$ cat config.mk
export PLATFORM = sky130hd
export DESIGN_NAME = hazard_control_unit
export DESIGN_NICKNAME = d
export VERILOG_FILES = /design/src/rtl/hazard_control_unit.sv
export SDC_FILE = /design/constraint.sdc
export NUM_CORES = 1
export LEC_CHECK = 0
export ABC_AREA = 1
export CAP_MARGIN = 0
export CORE_MARGIN = 10
export CORE_UTILIZATION = 43
export CTS_CLUSTER_DIAMETER = 40
export DETAILED_ROUTE_END_ITERATION = 12
export GPL_ROUTABILITY_DRIVEN = 1
export PLACE_DENSITY = 0.93
export SLEW_MARGIN = 25
export SYNTH_ARGS = -nofsm -noshare
export SYNTH_HDL_FRONTEND = slang
export SYNTH_SLANG_ARGS = --single-unit
$ cat constraint.sdc
create_clock -name clk -period 1.7 [get_ports clk]
set_input_delay 0.17 -clock clk [delete_from_list [all_inputs] [get_ports clk]]
set_output_delay 0.17 -clock clk [all_outputs]
set_load 0.02 [all_outputs]
$ cat src/rtl/hazard_control_unit.sv
// Hazard control unit for the 5-stage MIPS pipeline.
// Resolves load-use stalls, sequences the fixed-latency mult/div unit,
// and flushes the front end on taken branches. All pipeline-register
// write enables, bubble and flush controls are produced here.
module hazard_control_unit #(
    parameter int unsigned MD_LATENCY = 32,
    parameter int unsigned CNT_W      = 6
) (
    input  logic       clk,
    input  logic       rst,
    input  logic [4:0] ID_RS,
    input  logic [4:0] ID_RT,
    input  logic       ID_UsesRT,
    input  logic       ID_EX_MemRead,
    input  logic [4:0] ID_EX_RT,
    input  logic       ID_MulDiv,
    input  logic       ID_MfHiLo,
    input  logic       EX_BranchTaken,
    output logic       PC_Write,
    output logic       IF_ID_Write,
    output logic       ID_EX_Bubble,
    output logic       IF_ID_Flush,
    output logic       ID_EX_Flush,
    output logic       MD_Start,
    output logic       MD_Busy,
    output logic       Stall
);

    typedef enum logic {
        RUN     = 1'b0,
        MD_BUSY = 1'b1
    } state_t;

    localparam logic [CNT_W-1:0] CNT_LOAD = CNT_W'(MD_LATENCY);
    localparam logic [CNT_W-1:0] CNT_ONE  = CNT_W'(1);
    localparam logic [CNT_W-1:0] CNT_ZERO = '0;

    state_t           state;
    state_t           state_nxt;
    logic [CNT_W-1:0] md_count;
    logic [CNT_W-1:0] md_count_nxt;

    logic load_use;
    logic md_hazard;
    logic stall_int;
    logic start_int;

    // Load-use hazard: load in EX writes a register the ID instruction reads; $0 never hazards
    always_comb begin
        load_use = 1'b0;
        if (ID_EX_MemRead && (ID_EX_RT != 5'd0)) begin
            if ((ID_EX_RT == ID_RS) || (ID_UsesRT && (ID_EX_RT == ID_RT))) begin
                load_use = 1'b1;
            end
        end
    end

    // Hazard resolution: branch flush beats stalls; issue only from RUN without a load-use stall
    always_comb begin
        md_hazard = (state == MD_BUSY) && (ID_MulDiv || ID_MfHiLo);
        stall_int = (load_use || md_hazard) && !EX_BranchTaken;
        start_int = ID_MulDiv && (state == RUN) && !load_use && !EX_BranchTaken;
    end

    // State and busy-counter register, synchronous reset abandons any mult/div
    always_ff @(posedge clk) begin
        if (rst) begin
            state    <= RUN;
            md_count <= CNT_ZERO;
        end else begin
            state    <= state_nxt;
            md_count <= md_count_nxt;
        end
    end

    // Next state: load the latency on issue, count down while busy, return to RUN on the last cycle
    always_comb begin
        state_nxt    = state;
        md_count_nxt = md_count;
        case (state)
            RUN: begin
                if (start_int) begin
                    state_nxt    = MD_BUSY;
                    md_count_nxt = CNT_LOAD;
                end
            end
            MD_BUSY: begin
                if (md_count == CNT_ONE) begin
                    state_nxt    = RUN;
                    md_count_nxt = CNT_ZERO;
                end else begin
                    md_count_nxt = md_count - CNT_ONE;
                end
            end
            default: begin
                state_nxt    = RUN;
                md_count_nxt = CNT_ZERO;
            end
        endcase
    end

    // Pipeline controls, combinational from registered state and current inputs; reset forces a frozen front end
    always_comb begin
        PC_Write     = 1'b0;
        IF_ID_Write  = 1'b0;
        ID_EX_Bubble = 1'b1;
        IF_ID_Flush  = 1'b0;
        ID_EX_Flush  = 1'b0;
        MD_Start     = 1'b0;
        MD_Busy      = 1'b0;
        Stall        = 1'b0;
        if (!rst) begin
            Stall        = stall_int;
            PC_Write     = !stall_int || EX_BranchTaken;
            IF_ID_Write  = !stall_int;
            ID_EX_Bubble = stall_int;
            IF_ID_Flush  = EX_BranchTaken;
            ID_EX_Flush  = EX_BranchTaken;
            MD_Start     = start_int;
            MD_Busy      = (state == MD_BUSY);
        end
    end

endmodule
==> results.ini, run 1 <==
[clocking]
clk_pin_slew_ns=0.05
clk_latency_ns=0.26
cts-root-buf=clkbuf_4
cts_tree=built
clkSinkCount=7
postCtsSetupBuffers=0
numCtsBuffers=3
ctsHtreeMaxLevel=1
cts_buffer_depth=2

[global_route]
grt_max_degree=7
grt-busiest-layer=met2
grtUsageMet3_pct=5.15
gr-total-overflow=0
antenna_found_initial=0
use_met2_pct=19.2
use_met1_pct=12.5
grt_pass1_vias=779
grt_pass1_wl_um=3310
grtUsageTotal_pct=12.1

[placement]
hpwl_um=1720
placed_area_sq_um=990
portBuffers=29
routabilityCongestion=0.826

[pwr]
irDropWorstVdd_mv=0.308
power_density_nw_per_um2=580
leakage_nw=0.668
finalPower_w=0.000598

[logic_synthesis]
ys_top_cells_by_area=dfxtp_1 21%, nand2_1 21%, inv_1 14%
synthTopCellsByCount=37 x nand2_1, 25 x inv_1, 10 x nor2_1
netlist.top_cell.by_area=dfxtp_1
synth_nets=141
ys_ff_latch=7
synth_edf_count=0
syn_inst=117
synth.distinct_cells=22
ys.flop_type=dfxtp_1
synthArstFlopShare_pct=0
synth.most_common_cell=nand2_1
synth_warnings=0
syn-cell-area_sq_um=661
syn_area_per_cell_sq_um=5.65
synth_top_area_share_pct=21.2
seq_area_frac_synth_pct=21.2

[sta]
rsz0062_at_grt=false
setup_tns_ns=0
max_slew_margin_pct=84.4
worst_pin_slew_ns=0.234
setup_viol=0
fmax_mhz=626
drv_slew=0
timing.hold.ws_ns=0.483
finClkSkew_ns=0.00511
final_hold_viol_count=0
fin_crit_sh_pct=94.0
fin_crit_ns=1.60

[layout]
syn_to_final_growth_pct=55.9
post_route_cells_drive_above_1_share_pct=17.8
fill_cells=127
final_nets=177
design_area_sq_um=1030
antennaDiodeCount=0

[setup_path]
path_cells=clkdlybuf4s50_1 > nand2_1 > nor2_2 > nand3_1 > nand2_1 > nand2_2 > nand2_2 > nand2_2 > nand2_2 > inv_2 > buf_4
path_delay_family=buffers and inverters
cp_max_fo=2
cp-start-kind=input pin
cp_common_cell=nand2_2
startpoint=ID_UsesRT
worstPathArrival_ns=1.43
crit_slowest_cell=clkdlybuf4s50_1
worstSetupEndpointType=output pin
max_stage_delay_ns=0.46
regToRegStartpoint=md_count[2]
crit_buf_inv=3
crit_type=input pin to output pin
crit_required_ns=1.53

[routing]
dr.pass1.iters=4
wl_per_cell_um=12.1
vias_per_cell=4.79
drt-total-wl_um=2030
num_vias=804
drt_iter0_markers=10
drc=0
ant_nets=0

[floorplanning]
fp.dieW_um=59.2
pin_count=30
placementRows=14
coreArea_sq_um=1470
die_area_sq_um=3500
start_util_pct=44.9
die_h_um=59.2

[outcome]
outcome=finished, final reports clean

[flow_run]
max_cap_viol_count=0

[worst_hold_path]
hp-start=md_count[4]
hp-class=register to register

[sequential cells by signal, summed over array words and instances, names as in the netlist]
signal,flops
state,1
md_count,6
[report_power, final]
part           internal, W  leakage (nW)  switching [W]  total [W]
combinational     0.000118         0.596       0.000125   0.000243
sequential        0.000181        0.0574      0.0000158   0.000197
clock            0.0000900        0.0150      0.0000682   0.000158
total             0.000388         0.668       0.000209   0.000598
[per-stage QoR]
step           std cells  worst slack [ns]  utilization, %
2_1_floorplan        117             0.299               -
3_3_place_gp         164            -0.467            67.3
3_5_place_dp         164            -0.532            67.3
4_1_cts              168           0.00159            67.5
5_1_grt              168            0.0109            70.0
6_report             168             0.103            70.0
[path summary, 6_finish.rpt]
kind,to,slack (ns),cells past startpoint
max reg2reg,md_count[0],0.39,7
min reg2reg,md_count[4],0.48,2
max,IF_ID_Write,0.10,11
min,md_count[4],0.48,2
[kinds of logic after synthesis]
logic type | synth area share (%)
AO/OA/AOI/OAI | 8.33
XOR/XNOR | 6.63
adder cells (fa/ha/maj) | 3.79
buffers and inverters | 18.7
flip-flops | 21.2
AND/OR/NAND/NOR | 41.3
[layout make-up]
cell class	instances	area, sq um	share of cell area (%)
Multi-Input combinational cell	79	407	39.5
Timing Repair Buffer	34	332	32.2
Sequential cell	7	140	13.6
Inverter	28	105	10.2
Clock buffer	4	26.3	2.55
Tap cell	16	20.0	1.94
[timing repair]
action | 4_1_cts | 5_1_grt
hold endpoints to repair | 0 | 0
hold buffers | 0 | 0
pin swaps | 1 | 8
gates resized for setup | 26 | 19
cloned | 0 | 0
setup endpoints to repair | 6 | 7
[routing by layer]
| metal | vias to the layer above | wire length, um |
|---|---|---|
| li1 | 420 | - |
| met1 | 357 | 830 |
| met2 | 21 | 991 |
| met3 | 6 | 132 |
| met4 | 0 | 71 |
| met5 | - | 0 |
[tightest hold or removal path, cell delays in order, from the launching register on]
cell and delay [ns]:
dfxtp_1 0.31, nand3_1 0.07, a21oi_1 0.05
[cells in the final DEF, fill, tap and decap left out, drive strengths merged, types with 2 or more instances in the layout]
master and count:
a21oi 5, buf 9, clkbuf 5, clkdlybuf4s50 7, dfxtp 7, dlygate4sd2 6, dlymetal6s2s 11, ha 2
inv 28, nand2 39, nand3 7, nand4 2, nor2 10, o21ai 4, xor2 4
Power figures use the tool's default switching activity.
==> run 2: changes to the inputs <==
--- a/config.mk
+++ b/config.mk
@@ -12,6 +12,7 @@
 export CTS_CLUSTER_DIAMETER = 40
 export DETAILED_ROUTE_END_ITERATION = 12
 export GPL_ROUTABILITY_DRIVEN = 1
+export HOLD_SLACK_MARGIN = 0.15
 export PLACE_DENSITY = 0.93
 export SLEW_MARGIN = 25
 export SYNTH_ARGS = -nofsm -noshare
==> results of run 2 <==
Same layout as run 1: the final DEF is identical, and so are final timing and power.
==> run 3: changes to the inputs <==
--- a/config.mk
+++ b/config.mk
@@ -7,7 +7,7 @@
 export LEC_CHECK = 0
 export ABC_AREA = 1
 export CAP_MARGIN = 0
-export CORE_MARGIN = 10
+export CORE_MARGIN = 4
 export CORE_UTILIZATION = 43
 export CTS_CLUSTER_DIAMETER = 40
 export DETAILED_ROUTE_END_ITERATION = 12
==> results.ini, run 3 (synthesis gave the netlist of run 1 again) <==
[sta]
fmax_mhz=600
final_hold_viol_count=0
finClkSkew_ns=0.00840
setup_ws_ns=0.0336
fin_crit_sh_pct=98.0
setup_viol=0
timing.hold.ws_ns=0.482
drv_slew=0
fin_crit_ns=1.67
rsz0062_at_grt=false
max_slew_margin_pct=84.0
worst_pin_slew_ns=0.239

[flow_run]
max_cap_viol_count=0

[clocking]
cts_tree=built
cts_buffer_depth=2
ctsHtreeMaxLevel=1
cts-root-buf=clkbuf_4
clk_latency_ns=0.26
clkSinkCount=7
postCtsSetupBuffers=0
numCtsBuffers=3
clk_pin_slew_ns=0.05

[routing]
ant_nets=0
drt_iter0_markers=20
vias_per_cell=4.92
drt-total-wl_um=2000
num_vias=827
wl_per_cell_um=11.9
dr.pass1.iters=4
drc=0

[pwr]
power_density_nw_per_um2=575
power.internal_w=0.000390
p_sw_w=0.000212
leakage_nw=0.663
clkPwrFrac_pct=25.3
p_seq_share_pct=32.5
switching_share_pct=35.3
finalPower_w=0.000602
irDropWorstVdd_mv=0.449
power_frac_comb_pct=42.2

[global_route]
antenna_found_initial=0
grt_max_degree=7
grtUsageTotal_pct=18.7
gr-total-overflow=0
grt_pass1_vias=718
grt_pass1_wl_um=2970

[placement]
portBuffers=29
place_ws_ns=-0.489
hpwl_um=1510
placed_cells=164
routabilityCongestion=0.806

[layout]
fin_cells=168
syn_to_final_growth_pct=58.5
final_nets=178
fin_util_pct=76.6
largest_reg_flops=6
layout_commonest_cell=nand2_1
reg.largest.list=md_count (6), state (1)
layout_common_cells=34 x nand2_1, 23 x inv_1, 10 x dlymetal6s2s_1
antennaDiodeCount=0
regMostFlops=md_count
post_route_cells_drive_above_1_share_pct=19.0
fill_cells=114

[floorplanning]
coreArea_sq_um=1370
fp.dieW_um=47.2
placementRows=13
pin_count=30
start_util_pct=48.4
die_area_sq_um=2230
die_h_um=47.2

[worst_hold_path]
holdPathEnd=md_count[4]
hold_depth=2
hp-start=md_count[4]
hp-class=register to register

[setup_path]
regToRegStartpoint=md_count[2]
crit_type=input pin to output pin
cp-start-kind=input pin
ff2ff_path_depth=7
worstPathArrival_ns=1.50
r2r_end=md_count[0]
cp_max_fo=6
crit_required_ns=1.53
worstSetupEndpointType=output pin
reg2reg_slack_ns=0.34

[outcome]
outcome=finished, final reports clean

[run 3: cell types whose count changed in the layout (fill, tap and decap cells not counted)]
cell,change
buf_4,+1
clkdlybuf4s15_2,+1
buf_6,+1
dlymetal6s2s_1,-1
clkbuf_1,-1
clkdlybuf4s50_1,+1
clkbuf_2,-1
buf_2,-1
clkinv_2,+1
[run 3: how the worst max path moves through the flow]
| stage | startpoint | end | slack [ns] | cells past startpoint |
|---|---|---|---|---|
| 6_report | rst | IF_ID_Flush | 0.03 | 3 |
| 5_1_grt | rst | IF_ID_Flush | 0.0004 | 3 |
| 4_1_cts | ID_RT[2] | IF_ID_Write | 0.01 | 13 |
| 3_5_place_dp | ID_EX_RT[1] | IF_ID_Write | -0.49 | 11 |
| 3_3_place_gp | ID_EX_RT[3] | Stall | -0.45 | 12 |
| 2_1_floorplan | ID_EX_RT[1] | PC_Write | 0.30 | 10 |
[run 3: critical path, cell delays in order]
cell,delay [ns]
clkdlybuf4s50_1,0.52
nor2_1,0.18
clkdlybuf4s50_1,0.62
[run 3: timing repair]
action	CTS	global route
resized for setup	26	20
pin swaps	0	10
gates cloned	0	0
hold buffers	0	0
setup endpoints to repair	6	7
[run 3: area by class of cell]
cell class | instances | area [sq um] | area share, %
multi-input cells | 79 | 407 | 38.8
repair buffers | 35 | 349 | 33.3
flip-flops and latches | 7 | 140 | 13.4
inverters | 28 | 105 | 10.0
clock buffers | 3 | 22.5 | 2.15
well taps | 15 | 18.8 | 1.79
clock inverters | 1 | 5.00 | 0.478
[run 3: layer usage]
metal	part of all wire, %	GRT usage (%)	up-vias	routed length, um
li1	-	-	423	-
met1	41	23.5	372	819
met2	50	31.2	30	1010
met3	7.9	6.90	2	158
met4	0.60	2.76	0	12
met5	0	0	-	0
[run 3: per-stage QoR]
step                TNS, ns  instance area (sq um)
detailed placement    -2.29                    996
global route              0                   1050
finish                    0                   1050
floorplan                 0                    661
global placement      -2.11                    996
CTS                       0                    997
[run 3: power groups by stage]
stage,clock network (W),logic [W],registers [W]
floorplan,0,0.000145,0.000196
global placement,0,0.000245,0.000197
detailed placement,0,0.000254,0.000199
CTS,0.000159,0.000245,0.000195
global route,0.000169,0.000282,0.000197
finish,0.000152,0.000254,0.000196
